===== src/rtl/rv32i_control_unit_if.sv =====
// rv32i_control_unit_if: signal bundle between the control unit and the dataflow block / RAM.
interface rv32i_control_unit_if;
    logic [31:0] insn;
    logic        EQ, LS, LU;
    logic        insn_clk, pc_clk, rd_clk;
    logic        pc_next_sel, pc_alu_sel, alu_sel_a, alu_sel_b, addr_sel, sub_sra;
    logic [1:0]  rd_sel;
    logic [2:0]  func, mem_size;
    logic [4:0]  rs1, rs2, rd;
    logic [31:0] imm;
    logic        mem_rd, mem_wr, illegal;
    modport master (
        input  insn, EQ, LS, LU,
        output insn_clk, pc_clk, rd_clk, pc_next_sel, pc_alu_sel, alu_sel_a, alu_sel_b,
               addr_sel, sub_sra, rd_sel, func, mem_size, rs1, rs2, rd, imm,
               mem_rd, mem_wr, illegal
    );
    modport slave (
        output insn, EQ, LS, LU,
        input  insn_clk, pc_clk, rd_clk, pc_next_sel, pc_alu_sel, alu_sel_a, alu_sel_b,
               addr_sel, sub_sra, rd_sel, func, mem_size, rs1, rs2, rd, imm,
               mem_rd, mem_wr, illegal
    );
endinterface


===== src/rtl/rv32i_control_unit.sv =====
// rv32i_control_unit: one-hot multi-cycle sequencer and instruction decoder for the RV32I dataflow block.
module rv32i_control_unit (
    input logic                  clk,
    input logic                  reset,
    rv32i_control_unit_if.master bus
);
    typedef enum logic [5:0] {
        FETCH  = 6'b000001,
        DECODE = 6'b000010,
        EXEC   = 6'b000100,
        MEM    = 6'b001000,
        WB     = 6'b010000,
        TRAP   = 6'b100000
    } state_t;
    state_t state;
    logic [31:0] i;
    logic [2:0]  f3;
    logic        is_op, is_opi, is_lui, is_auipc, is_jal, is_jalr, is_br, is_ld, is_st;
    logic        legal, taken, writes;
    logic [31:0] i_imm, s_imm, b_imm, u_imm, j_imm;
    assign i        = bus.insn;
    assign f3       = i[14:12];
    assign is_op    = i[6:0] == 7'b0110011;
    assign is_opi   = i[6:0] == 7'b0010011;
    assign is_lui   = i[6:0] == 7'b0110111;
    assign is_auipc = i[6:0] == 7'b0010111;
    assign is_jal   = i[6:0] == 7'b1101111;
    assign is_jalr  = i[6:0] == 7'b1100111;
    assign is_br    = i[6:0] == 7'b1100011;
    assign is_ld    = i[6:0] == 7'b0000011;
    assign is_st    = i[6:0] == 7'b0100011;
    // funct3 holes: branch 01x, load 011/11x, store 011/1xx
    assign legal = is_op | is_opi | is_lui | is_auipc | is_jal
                 | (is_jalr & f3 == 3'b000)
                 | (is_br & f3[2:1] != 2'b01)
                 | (is_ld & f3[1:0] != 2'b11 & f3[2:1] != 2'b11)
                 | (is_st & !f3[2] & f3[1:0] != 2'b11);
    assign writes = is_op | is_opi | is_lui | is_auipc | is_jal | is_jalr | is_ld;
    assign taken  = f3[2:1] == 2'b00 ? bus.EQ ^ f3[0] :
                    f3[2:1] == 2'b10 ? bus.LS ^ f3[0] : bus.LU ^ f3[0];
    assign i_imm = {{20{i[31]}}, i[31:20]};
    assign s_imm = {{20{i[31]}}, i[31:25], i[11:7]};
    assign b_imm = {{19{i[31]}}, i[31], i[7], i[30:25], i[11:8], 1'b0};
    assign u_imm = {i[31:12], 12'b0};
    assign j_imm = {{11{i[31]}}, i[31], i[19:12], i[20], i[30:21], 1'b0};
    always_ff @(posedge clk)
        if (reset) state <= FETCH;
        else case (state)
            FETCH:   state <= DECODE;
            DECODE:  state <= legal ? EXEC : TRAP;
            EXEC:    state <= (is_ld | is_st) ? MEM : WB;
            MEM:     state <= WB;
            WB:      state <= FETCH;
            TRAP:    state <= TRAP;
            default: state <= FETCH;
        endcase
    assign bus.insn_clk    = state == DECODE;
    assign bus.pc_clk      = state == WB;
    assign bus.rd_clk      = state == WB && writes;
    assign bus.illegal     = state == TRAP;
    assign bus.mem_rd      = state == FETCH || (state == MEM && is_ld);
    assign bus.mem_wr      = state == MEM && is_st;
    assign bus.addr_sel    = state == MEM || (state == WB && is_ld);
    assign bus.rs1         = i[19:15];
    assign bus.rs2         = i[24:20];
    assign bus.rd          = i[11:7];
    assign bus.alu_sel_a   = is_auipc | is_jal;
    assign bus.alu_sel_b   = is_opi | is_auipc | is_jal | is_jalr | is_ld | is_st;
    assign bus.func        = (is_op | is_opi) ? f3 : 3'b000;
    assign bus.sub_sra     = (is_op & i[30]) | (is_opi & i[30] & f3 == 3'b101);
    assign bus.rd_sel      = is_lui ? 2'd1 : (is_op | is_opi | is_auipc) ? 2'd2 : (is_jal | is_jalr) ? 2'd3 : 2'd0;
    assign bus.pc_next_sel = is_jal | is_jalr;
    assign bus.pc_alu_sel  = is_br & taken;
    assign bus.mem_size    = (is_ld | is_st) ? f3 : 3'b000;
    assign bus.imm         = (is_lui | is_auipc) ? u_imm :
                             is_jal ? j_imm :
                             is_br ? b_imm :
                             is_st ? s_imm :
                             (is_opi | is_jalr | is_ld) ? i_imm : 32'b0;
endmodule

===== src/flat_wrapper.sv =====
// flat-port wrapper written by rule: the top's interface ports become plain ports
module rv32i_control_unit_flat 
  (clk, reset, bus_insn, bus_EQ, bus_LS, bus_LU, bus_insn_clk, bus_pc_clk, bus_rd_clk, bus_pc_next_sel, bus_pc_alu_sel, bus_alu_sel_a, bus_alu_sel_b, bus_addr_sel, bus_sub_sra, bus_rd_sel, bus_func, bus_mem_size, bus_rs1, bus_rs2, bus_rd, bus_imm, bus_mem_rd, bus_mem_wr, bus_illegal);
  rv32i_control_unit_if bus_i ();
  input logic clk;
  input logic reset;
  input wire logic [$bits(bus_i.insn)-1:0] bus_insn;
  input wire logic [$bits(bus_i.EQ)-1:0] bus_EQ;
  input wire logic [$bits(bus_i.LS)-1:0] bus_LS;
  input wire logic [$bits(bus_i.LU)-1:0] bus_LU;
  output wire logic [$bits(bus_i.insn_clk)-1:0] bus_insn_clk;
  output wire logic [$bits(bus_i.pc_clk)-1:0] bus_pc_clk;
  output wire logic [$bits(bus_i.rd_clk)-1:0] bus_rd_clk;
  output wire logic [$bits(bus_i.pc_next_sel)-1:0] bus_pc_next_sel;
  output wire logic [$bits(bus_i.pc_alu_sel)-1:0] bus_pc_alu_sel;
  output wire logic [$bits(bus_i.alu_sel_a)-1:0] bus_alu_sel_a;
  output wire logic [$bits(bus_i.alu_sel_b)-1:0] bus_alu_sel_b;
  output wire logic [$bits(bus_i.addr_sel)-1:0] bus_addr_sel;
  output wire logic [$bits(bus_i.sub_sra)-1:0] bus_sub_sra;
  output wire logic [$bits(bus_i.rd_sel)-1:0] bus_rd_sel;
  output wire logic [$bits(bus_i.func)-1:0] bus_func;
  output wire logic [$bits(bus_i.mem_size)-1:0] bus_mem_size;
  output wire logic [$bits(bus_i.rs1)-1:0] bus_rs1;
  output wire logic [$bits(bus_i.rs2)-1:0] bus_rs2;
  output wire logic [$bits(bus_i.rd)-1:0] bus_rd;
  output wire logic [$bits(bus_i.imm)-1:0] bus_imm;
  output wire logic [$bits(bus_i.mem_rd)-1:0] bus_mem_rd;
  output wire logic [$bits(bus_i.mem_wr)-1:0] bus_mem_wr;
  output wire logic [$bits(bus_i.illegal)-1:0] bus_illegal;
  assign bus_i.insn = bus_insn;
  assign bus_i.EQ = bus_EQ;
  assign bus_i.LS = bus_LS;
  assign bus_i.LU = bus_LU;
  assign bus_insn_clk = bus_i.insn_clk;
  assign bus_pc_clk = bus_i.pc_clk;
  assign bus_rd_clk = bus_i.rd_clk;
  assign bus_pc_next_sel = bus_i.pc_next_sel;
  assign bus_pc_alu_sel = bus_i.pc_alu_sel;
  assign bus_alu_sel_a = bus_i.alu_sel_a;
  assign bus_alu_sel_b = bus_i.alu_sel_b;
  assign bus_addr_sel = bus_i.addr_sel;
  assign bus_sub_sra = bus_i.sub_sra;
  assign bus_rd_sel = bus_i.rd_sel;
  assign bus_func = bus_i.func;
  assign bus_mem_size = bus_i.mem_size;
  assign bus_rs1 = bus_i.rs1;
  assign bus_rs2 = bus_i.rs2;
  assign bus_rd = bus_i.rd;
  assign bus_imm = bus_i.imm;
  assign bus_mem_rd = bus_i.mem_rd;
  assign bus_mem_wr = bus_i.mem_wr;
  assign bus_illegal = bus_i.illegal;
  rv32i_control_unit u_core (.clk(clk), .reset(reset), .bus(bus_i));
endmodule

===== config.mk =====
export PLATFORM = sky130hd
export DESIGN_NAME = rv32i_control_unit_flat
export DESIGN_NICKNAME = d
export VERILOG_FILES = /design/src/rtl/rv32i_control_unit_if.sv /design/src/rtl/rv32i_control_unit.sv /design/src/flat_wrapper.sv
export SDC_FILE = /design/constraint.sdc
export NUM_CORES = 1
export LEC_CHECK = 0
export BUFFER_PORTS_ARGS = -buffer_cell sky130_fd_sc_hd__buf_2
export CORE_MARGIN = 5
export CORE_UTILIZATION = 39
export DETAILED_ROUTE_END_ITERATION = 16
export GPL_TIMING_DRIVEN = 0
export PLACE_DENSITY = 0.83
export SETUP_SLACK_MARGIN = 0.4
export SKIP_CTS_REPAIR_TIMING = 1
export SLEW_MARGIN = 20
export SYNTH_ARGS = -nofsm -noshare
export SYNTH_HDL_FRONTEND = slang
export SYNTH_SLANG_ARGS = --single-unit

===== constraint.sdc =====
create_clock -name clk -period 2.1 [get_ports clk]
set_input_delay 0.21 -clock clk [delete_from_list [all_inputs] [get_ports clk]]
set_output_delay 0.21 -clock clk [all_outputs]
set_load 0.05 [all_outputs]

# Yosys cells after proc, flatten, opt, wreduce, memory -nomap -nowiden
# Index checks and enable logic that the tools add are counted.
# op_classes
n_bitwise	36
reduce_logical	9
muxes	15
n_eq_ne	20
# op_table
op	count
$mux W32	5
$pmux W6 S5	1
$or A1 B1 Y1	23
$eq A7 B6 Y1 const B	3
$eq A7 B7 Y1 const B	3
$eq A7 B5 Y1 const B	2
$and A1 B1 Y1	10
$eq A7 B2 Y1 const B	1
$eq A6 B1 Y1 const B	1
$eq A6 B2 Y1 const B	1
$eq A6 B3 Y1 const B	1
$eq A6 B4 Y1 const B	1
$eq A6 B5 Y1 const B	1
$eq A6 B6 Y1 const B	1
$mux W2	3
$mux W3	2
$mux W6	1
$mux W5	1
$logic_and A1 B1 Y1	4
$ne A2 B2 Y1 const B	2
$eq A3 B3 Y1 const B	1
$logic_not A3 Y1	1
$xor A1 B1 Y1	3
$eq A2 B2 Y1 const B	1
5 further kinds	7
# word_totals
reg_bits	6
wordCells	81
inputBits	37
out_inout_bits	67

# Depth between registers and ports, before layout
# Gate-level depths: netlist of run 1.
# depth
depth_word	11
mapped_depth	7
ltp_nobuf	5

# Worst setup path after synthesis of run 1
# Ideal clock, no wire load.
# synth_path
path_type	input-to-output
startpoint	input port bus_insn[4]
endpoint	output port bus_alu_sel_b
setup_slack_ps	-676
arrival_ps	2566
path_buffers	1
path_stages	6
t_required_ps	1890
path_cell_list	buf_2 > nand4b_1 > nor2_1 > nand2_1 > o21ai_0 > or2_2
# synth_via
elab_chain_cells	6
word_cells_on_any_way	11
classes_between	eq/ne (6); bitwise (5)
# synth_rtl
item	line	source
start: declaration	flat_wrapper.sv:7	input wire logic [$bits(bus_i.insn)-1:0] bus_insn;
$eq A7 B5 Y1 (on tied branches)	rv32i_control_unit.sv:24, rv32i_control_unit.sv:26	
$or A1 B1 Y1 (4 in series)	rv32i_control_unit.sv:68	assign bus.alu_sel_b = is_opi | is_auipc | is_jal | is_jalr | is_ld | is_st;
$or A1 B1 Y1 *	rv32i_control_unit.sv:68	
end: declaration	flat_wrapper.sv:17	output wire logic [$bits(bus_i.alu_sel_b)-1:0] bus_alu_sel_b;
# Every way passes the cells marked *; elsewhere a longest branch is shown, timed or not.

# Final worst setup path of run 1
# layout_path
startpoint	input port bus_insn[3]
endpoint	output port bus_imm[28]
# layout_via
elab_chain_cells	8
word_cells_on_any_way	16
classes_between	eq/ne (8); mux (5); bitwise (3)
# layout_rtl
item	line	source
$eq A7 B5 Y1 / $eq A7 B7 Y1 (equally long branches)	rv32i_control_unit.sv:24, rv32i_control_unit.sv:28	
$or A1 B1 Y1 (2 in series)	rv32i_control_unit.sv:79	(is_opi | is_jalr | is_ld) ? i_imm : 32'b0;
$mux W32	rv32i_control_unit.sv:79	
$mux W32	rv32i_control_unit.sv:78	is_st ? s_imm :
$mux W32	rv32i_control_unit.sv:77	is_br ? b_imm :
$mux W32	rv32i_control_unit.sv:76	is_jal ? j_imm :
$mux W32 *	rv32i_control_unit.sv:75	assign bus.imm = (is_lui | is_auipc) ? u_imm :
end: declaration	flat_wrapper.sv:26	output wire logic [$bits(bus_i.imm)-1:0] bus_imm;
# Marks and branches as above.

==> results of run 1 <==
[per-stage QoR]
stage          cells  setup WS [ps]  power, uW  cell area (um^2)  setup TNS, ps
2_1_floorplan    173           53.4        407              1340              0
3_3_place_gp     305          -55.9        506              1880           -379
3_5_place_dp     305          -48.0        510              1880           -312
4_1_cts          308          -71.4        619              1900           -406
5_1_grt          321            153        750              2410              0
6_report         321            219        716              2410              0
[kinds of logic after synthesis]
logic type,Yosys count
buffers and inverters,27
xor gates and xnor gates,2
muxes,2
and+or+nand+nor,80
DFF,6
AOI/OAI and AO/OA,56
[layer usage]
metal,vias up,track usage (%),wire length [um]
li1,840,-,-
met2,139,35.8,3340
met5,-,0,0
met1,886,23.2,2130
met3,30,5.25,578
met4,0,6.86,297
[power breakdown]
part           internal [uW]  leakage (uW)  total (uW)  switching, uW
Clock                   65.0     0.0000138         112           46.9
Combinational            173       0.00121         467            294
Sequential               122     0.0000503         137           15.0
[cells in the mapped netlist (2+ instances only)]
library cell	n	area, um^2
a21o_1	21	158
a21oi_1	9	45.0
a22o_1	4	35.0
and2_1	13	81.3
and3_1	2	12.5
buf_2	4	20.0
buf_4	15	113
clkbuf_1	3	11.3
dfxtp_1	6	120
inv_1	4	15.0
mux2i_1	2	20.0
nand2_1	17	63.8
nand2b_1	3	18.8
nand3_1	2	10.0
nand4b_1	3	26.3
nor2_1	19	71.3
nor2b_1	3	18.8
nor3_1	4	20.0
nor4_1	3	18.8
o21ai_0	9	45.0
o31ai_1	3	22.5
or3_1	2	12.5
[path summary, 6_finish.rpt]
| kind | cells past startpoint | end | slack, ps |
|---|---|---|---|
| worst max-delay path | 9 | bus_imm[28] | 220 |
| worst min-delay path | 2 | u_core.state[5] | 190 |
| worst max register to register | 6 | u_core.state[5] | 790 |
| worst min register to register | 2 | u_core.state[5] | 590 |
[layout make-up]
| class | count | area, um^2 |
|---|---|---|
| Tap cell | 31 | 38.8 |
| Sequential cell | 6 | 125 |
| Buffer | 23 | 193 |
| Clock buffer | 3 | 22.5 |
| Inverter | 4 | 15.0 |
| Fill cell | 142 | 390 |
| Timing Repair Buffer | 114 | 846 |
| Multi-Input combinational cell | 140 | 1170 |
==> run_results.csv, run 1 <==
group,metric,value,unit
outcome,status,"complete, no violations",
setup_path,cp_slowest_cell,"a21oi_1",
synthesis,synth_edf_count,0,
setup_path,critPathTopFamily,"buffers and inverters",
floorplanning,initial_utilization,41.1,%
layout,drive_gt1_share,71.0,%
setup_path,critPathRequiredTime,1890,ps
setup_path,timing.rr.start,"u_core.state[2]",
sta,tightest_slew,394,ps
synthesis,synth_fa_ha_area_share,0,%
power_and_ir_drop,ir_drop,191,uV
synthesis,synthFlopType,"dfxtp_1",
synthesis,synth-seq-cells,6,
setup_path,crit_type,"in2out",
synthesis,ys_types,44,
sta,fin_crit,1880,ps
route,drt_pass1_iterations,4,
route,drc,0,
power_and_ir_drop,p_leak,0.00127,uW
layout,diodes,0,
sta,slew_viol_final,0,
flow_run,drv_cap,0,
setup_path,crit_buf_inv,4,
layout,mostFrequentLayoutCells,"buf_2 (63), buf_4 (36), buf_6 (18)",
floorplanning,die_y,64.4,um
synthesis,syn_nets,210,
setup_path,end_kind,"output port",
place,post-dp-hpwl,3620,um
setup_path,crit_fanout,5,
layout,reg_top3,"u_core.state x6",
route,via_per_inst,5.90,
setup_path,crit_path_start_kind,"input port",
sta,relSlewSlack,73.7,%
synthesis,synth_xor_xnor_area_share,1.52,%
synthesis,yosys_warnings,0,
route,drtIter0Drc,185,
route,antenna_left,0,
global_route,antenna_found_initial,0,
sta,rsz0062_at_grt,"true",
power_and_ir_drop,power_density,296,nW/um^2
floorplanning,die-area,4150,um^2
cts,cts_buffers,3,
place,io_buffers,101,
cts,clkSinkCount,6,
cts,clock_latency,250,ps
synthesis,yosysSeqAreaShare,10.4,%
layout,regMostFlops,"u_core.state",
cts,ctsRootBufferMaster,"clkbuf_4",
synthesis,avgSynthCellArea,6.67,um^2
setup_path,cp.arrival,1670,ps
sta,setup_viol,0,
sta,post-route-period-util,89.6,%
global_route,grt_util_all_layers,20.1,%
global_route,grt_max_degree,11,
layout,final_util,86.1,%
synthesis,async_flop_share,0,%
floorplanning,core_area,2810,um^2
layout,final_common_cell,"buf_2",
floorplanning,io-pin-count,104,
layout,syn2layout_area_growth,109,%
synthesis,synth-simple-area-share,37.6,%
global_route,grt_pass1_vias,1606,
synthesis,synth_top_family_by_area,"simple AND/OR/NAND/NOR gates",
setup_path,startpoint,"bus_insn[3]",
layout,largest_reg_flops,6,
worst_hold_path,hp-class,"in2reg",
sta,hold_slack,192,ps
route,vias,1895,
layout,fin_nets,329,
cts,clk_pin_slew,50,ps
worst_hold_path,worst_hold_startpoint,"reset",
synthesis,synthMuxAreaShare,1.74,%
synthesis,syn-cell-area,1150,um^2
route,routed_wl,6340,um
cts,clockBufferDepth,2,
setup_path,path_cells,"buf_12 > or2_4 > buf_4 > a21oi_1 > nor2b_4 > nor2_4 > buf_6 > a21o_2 > buf_8",
cts,h-tree-depth,1,
floorplanning,rows,19,
sta,fmax,532,MHz
global_route,grt_pass1_wl,6920,um
sta,hold_violations,0,
synthesis,postSynthCellCount,173,
sta,skew,2.57,ps
synthesis,synth_compound_area_share,33.9,%
setup_path,slowest_delay,290,ps
global_route,grt-ovfl-total,0,
route,wire_per_inst,19.8,um
floorplanning,fp.dieW,64.4,um
cts,cts_tree,"built",
place,place.gp.congestion,0.870,
(Power assumes the default switching activity.)
==> run 2, diff against run 1 <==
- CORE_UTILIZATION: 39 -> 40
- PLACE_DENSITY: 0.83 -> 0.85
- RECOVER_POWER: not set -> 25
==> run 2 against run 1 <==
Setup slack lost 1.0 ps. Fmax is essentially flat. Core utilization grew 5.0 points. First-iteration DRC count grew 12%. Via count grew 7.1%. Final cell count is the same. Clock power is essentially flat. Sequential share of layout area shrank 0.20 points. Hold slack gained 24 ps. Final area grew 4.0%. Clock skew grew 5.1 ps. Largest cell class unchanged.
==> run_results.csv, run 2 (synthesized netlist as in run 1, its figures left out) <==
group,metric,value,unit
route,vias,2030,
setup_path,r2r_end,"u_core.state[5]",
sta,relSlewSlack,56.2,%
worst_hold_path,worst_hold_startpoint,"reset",
cts,clockBufferDepth,2,
sta,setup_viol,0,
global_route,grt_util_all_layers,20.8,%
route,drtIter0Drc,207,
global_route,antenna_found_initial,0,
cts,h-tree-depth,1,
sta,slew_viol_final,0,
sta,tightest_slew,659,ps
cts,clkSinkCount,6,
route,antenna_left,0,
worst_hold_path,hp-class,"in2reg",
setup_path,crit_path_start_kind,"input port",
layout,syn2layout_area_growth,118,%
setup_path,critPathRequiredTime,1890,ps
route,drt_pass1_iterations,5,
layout,drive_gt1_share,66.9,%
power_and_ir_drop,ir_drop,498,uV
cts,ctsRootBufferMaster,"clkbuf_4",
floorplanning,rows,19,
layout,diodes,0,
setup_path,timing.rr.start,"u_core.state[2]",
place,place_area,1880,um^2
route,routed_wl,7680,um
global_route,grt_pass1_wl,7210,um
layout,final_util,91.1,%
place,place.gp.congestion,0.831,
sta,skew,7.65,ps
setup_path,critPathTopFamily,"simple AND/OR/NAND/NOR gates",
global_route,grt_pass1_vias,1611,
worst_hold_path,min_path_cells,2,
sta,fin_crit,1880,ps
outcome,status,"complete, no violations",
global_route,grt-ovfl-total,0,
route,wire_per_inst,23.9,um
setup_path,cp.arrival,1670,ps
power_and_ir_drop,power_density,297,nW/um^2
floorplanning,die-area,4060,um^2
layout,final_common_cell,"buf_2",
layout,mostFrequentLayoutCells,"buf_2 (48), buf_4 (27), buf_6 (27)",
setup_path,rr_worst_depth,6,
floorplanning,die_y,63.7,um
setup_path,crit_buf_inv,3,
layout,largest_reg_flops,6,
floorplanning,core_area,2760,um^2
layout,fin_nets,329,
cts,cts_tree,"built",
power_and_ir_drop,p_leak,0.00127,uW
setup_path,end_kind,"output port",
layout,reg_top3,"u_core.state x6",
place,io_buffers,101,
floorplanning,io-pin-count,104,
sta,fmax,531,MHz
setup_path,slowest_delay,310,ps
worst_hold_path,hold_end,"u_core.state[5]",
global_route,grt_max_degree,11,
layout,regMostFlops,"u_core.state",
setup_path,crit_fanout,10,
layout,fin_area,2510,um^2
floorplanning,fp.dieW,63.7,um
place,post-dp-hpwl,3630,um
cts,cts_buffers,3,
route,drc,0,
route,via_per_inst,6.32,
setup_path,crit_type,"in2out",
power_and_ir_drop,power,745,uW
sta,rsz0062_at_grt,"true",
setup_path,path_cells,"buf_2 > buf_8 > nand4b_1 > nor2_4 > nand2_2 > nand2_4 > a21o_4 > buf_4",
sta,post-route-period-util,89.6,%
floorplanning,initial_utilization,41.8,%
sta,hold_violations,0,
setup_path,rrSetupSlack,500,ps
setup_path,cp_slowest_cell,"nand4b_1",
cts,clock_latency,260,ps
cts,clk_pin_slew,50,ps
place,dp.cells,305,
layout,final_cells,321,
flow_run,drv_cap,0,
[run 2: worst max path at each step]
stage / endpoint / startpoint / depth (start not counted)
global placement: bus_imm[12] / bus_insn[5] / 6
detailed placement: bus_imm[14] / bus_insn[5] / 6
CTS: bus_imm[13] / bus_insn[5] / 6
global route: bus_insn_clk / u_core.state[2] / 5
floorplan: bus_addr_sel / bus_insn[2] / 5
finish: bus_imm[14] / bus_insn[2] / 8
[run 2: cell type report]
| type | count | area, um^2 |
|---|---|---|
| fillers | 126 | 245 |
| multi-input cells | 140 | 1220 |
| inverters | 4 | 15.0 |
| flip-flops and latches | 6 | 125 |
| clock buffers | 3 | 22.5 |
| repair buffers | 114 | 901 |
| well taps | 31 | 38.8 |
| plain buffers | 23 | 190 |
[run 2: routing by layer]
| layer | vias to the layer above | wire, um | global-route usage [%] |
|---|---|---|---|
| met2 | 183 | 3920 | 36.7 |
| met4 | 0 | 624 | 5.19 |
| met5 | - | 0 | 0 |
| met3 | 67 | 649 | 4.80 |
| met1 | 937 | 2490 | 25.3 |
| li1 | 843 | - | - |
[run 2: through the flow]
step	hold slack, ps	setup slack [ps]	setup TNS (ps)
floorplan	279	53.4	0
global placement	445	-62.1	-475
detailed placement	447	-85.7	-668
CTS	188	-86.9	-780
global route	209	174	0
finish	216	218	0
[run 2: report_power, final]
| part | switching, uW | internal [uW] |
|---|---|---|
| Clock | 49.4 | 65.2 |
| Combinational | 316 | 178 |
| Sequential | 14.9 | 122 |
==> run 3, diff against run 2 <==
- PLACE_DENSITY: 0.85 -> not set
- PLACE_DENSITY_LB_ADDON: not set -> 0.1
==> run 3 against run 2 <==
Core utilization down 4.4 points. Die area stayed put. Combinational power shrank 8.1%. Register-to-register slack improved by 150 ps. Sequential power is essentially flat. Sequential share of layout area rose by 0.31 points. Critical path depth down 3. Setup slack better by 32 ps. Final cell count decreased by 0.31%.
==> run_results.csv, run 3 (synthesized netlist as in run 1, its figures left out) <==
group,metric,value,unit
cts,clockBufferDepth,2,
place,place.gp.congestion,0.874,
floorplanning,fp.dieW,63.7,um
layout,syn2layout_area_growth,107,%
route,wire_per_inst,17.5,um
global_route,use_met3,2.49,%
cts,ctsRootBufferMaster,"clkbuf_4",
setup_path,crit_fanout,8,
setup_path,end_kind,"output port",
global_route,grt_use_met2,32.5,%
route,antenna_left,0,
power_and_ir_drop,p_leak,0.00123,uW
route,drc,0,
cts,clock_latency,240,ps
cts,clk_pin_slew,50,ps
layout,fin_area,2390,um^2
power_and_ir_drop,p_clk_share,14.9,%
sta,post-route-period-util,88.1,%
global_route,grt-ovfl-total,0,
global_route,grt_pass1_vias,1535,
power_and_ir_drop,p_comb_share,65.4,%
setup_path,crit_path_start_kind,"register",
setup_path,rrSetupSlack,650,ps
floorplanning,die_y,63.7,um
setup_path,timing.rr.start,"u_core.state[2]",
floorplanning,io-pin-count,104,
sta,tns,0,ps
floorplanning,die-area,4060,um^2
power_and_ir_drop,intPower,356,uW
sta,tightest_slew,639,ps
worst_hold_path,hp-class,"in2reg",
sta,setup_viol,0,
layout,regMostFlops,"u_core.state",
sta,relSlewSlack,57.6,%
layout,final_common_cell,"buf_2",
setup_path,r2r_end,"u_core.state[5]",
cts,h-tree-depth,1,
global_route,antenna_found_initial,0,
layout,reg_top3,"u_core.state x6",
global_route,grt_pass1_wl,6600,um
cts,clkSinkCount,6,
layout,diodes,0,
power_and_ir_drop,power_density,290,nW/um^2
sta,hold_violations,0,
setup_path,endpoint,"bus_mem_rd",
cts,cts_buffers,3,
flow_run,drv_cap,0,
route,via_per_inst,5.60,
outcome,status,"complete, no violations",
route,routed_wl,5610,um
power_and_ir_drop,p_seq_share,19.7,%
floorplanning,core_area,2760,um^2
cts,cts_tree,"built",
route,drtIter0Drc,114,
place,place_area,1880,um^2
layout,mostFrequentLayoutCells,"buf_2 (49), buf_4 (29), buf_6 (24)",
floorplanning,rows,19,
setup_path,startpoint,"u_core.state[2]",
global_route,grt_util_all_layers,19.0,%
sta,slew_viol_final,0,
place,io_buffers,101,
global_route,grt-busiest-layer,"met2",
sta,fin_crit,1850,ps
floorplanning,initial_utilization,41.8,%
setup_path,crit_type,"reg2out",
route,vias,1792,
power_and_ir_drop,power.switching,339,uW
route,drt_pass1_iterations,4,
sta,rsz0062_at_grt,"true",
power_and_ir_drop,ir_drop,303,uV
global_route,met1_usage,25.3,%
sta,skew,3.66,ps
global_route,grt_max_degree,11,
layout,drive_gt1_share,66.8,%
layout,largest_reg_flops,6,
setup_path,rr_worst_depth,6,
place,post-dp-hpwl,3310,um
layout,fin_nets,328,
setup_path,cp.arrival,1640,ps
power_and_ir_drop,p_sw_share,48.8,%
setup_path,critPathRequiredTime,1890,ps
sta,fmax,540,MHz
run 3: cell count changes in the layout (fill, tap and decap cells not counted), sizes merged:
cell    previous run  this run
buf              120       114
clkbuf            20        25
run 3: final cells by class:
cell class	instances	area (um^2)
repair buffers	113	838
plain buffers	23	183
fillers	147	368
well taps	31	38.8
clock buffers	3	22.5
flip-flops and latches	6	126
multi-input cells	140	1170
inverters	4	15.0
run 3: power groups by stage:
| stage | Sequential, uW | Clock, uW | Combinational [uW] |
|---|---|---|---|
| finish | 136 | 104 | 454 |
| global route | 137 | 110 | 480 |
| CTS | 132 | 105 | 375 |
| detailed placement | 134 | 0 | 374 |
| global placement | 134 | 0 | 372 |
| floorplan | 132 | 0 | 276 |
run 3: how the worst min path moves through the flow:
| stage | startpoint | cells after the start | slack (ps) | end |
|---|---|---|---|---|
| floorplan | reset | 1 | 280 | u_core.state[5] |
| global placement | reset | 2 | 440 | u_core.state[5] |
| detailed placement | reset | 2 | 450 | u_core.state[5] |
| CTS | reset | 2 | 200 | u_core.state[5] |
| global route | reset | 2 | 220 | u_core.state[5] |
| finish | reset | 2 | 190 | u_core.state[5] |
run 3: metrics by stage:
stage,std cells,total power (uW),hold WS (ps),worst slack [ps],utilization (%)
floorplan,173,407,279,53.4,-
CTS,308,612,198,-76.4,69.0
global placement,305,506,445,-64.7,68.1
finish,320,694,190,249,86.7
global route,320,728,217,159,86.7
detailed placement,305,508,445,-54.8,68.1
run 3: worst max-delay path, stage by stage, from the launching register on:
cell and delay, ps:
dfxtp_1 290, clkbuf_1 210, nor4_1 420, nand2_1 200
o31ai_4 100, buf_6 190
run 3: layer usage:
metal | part of all wire (%) | vias up
li1 | - | 836
met1 | 37 | 826
met2 | 52 | 112
met3 | 8.1 | 18
met4 | 3.5 | 0
met5 | 0 | -
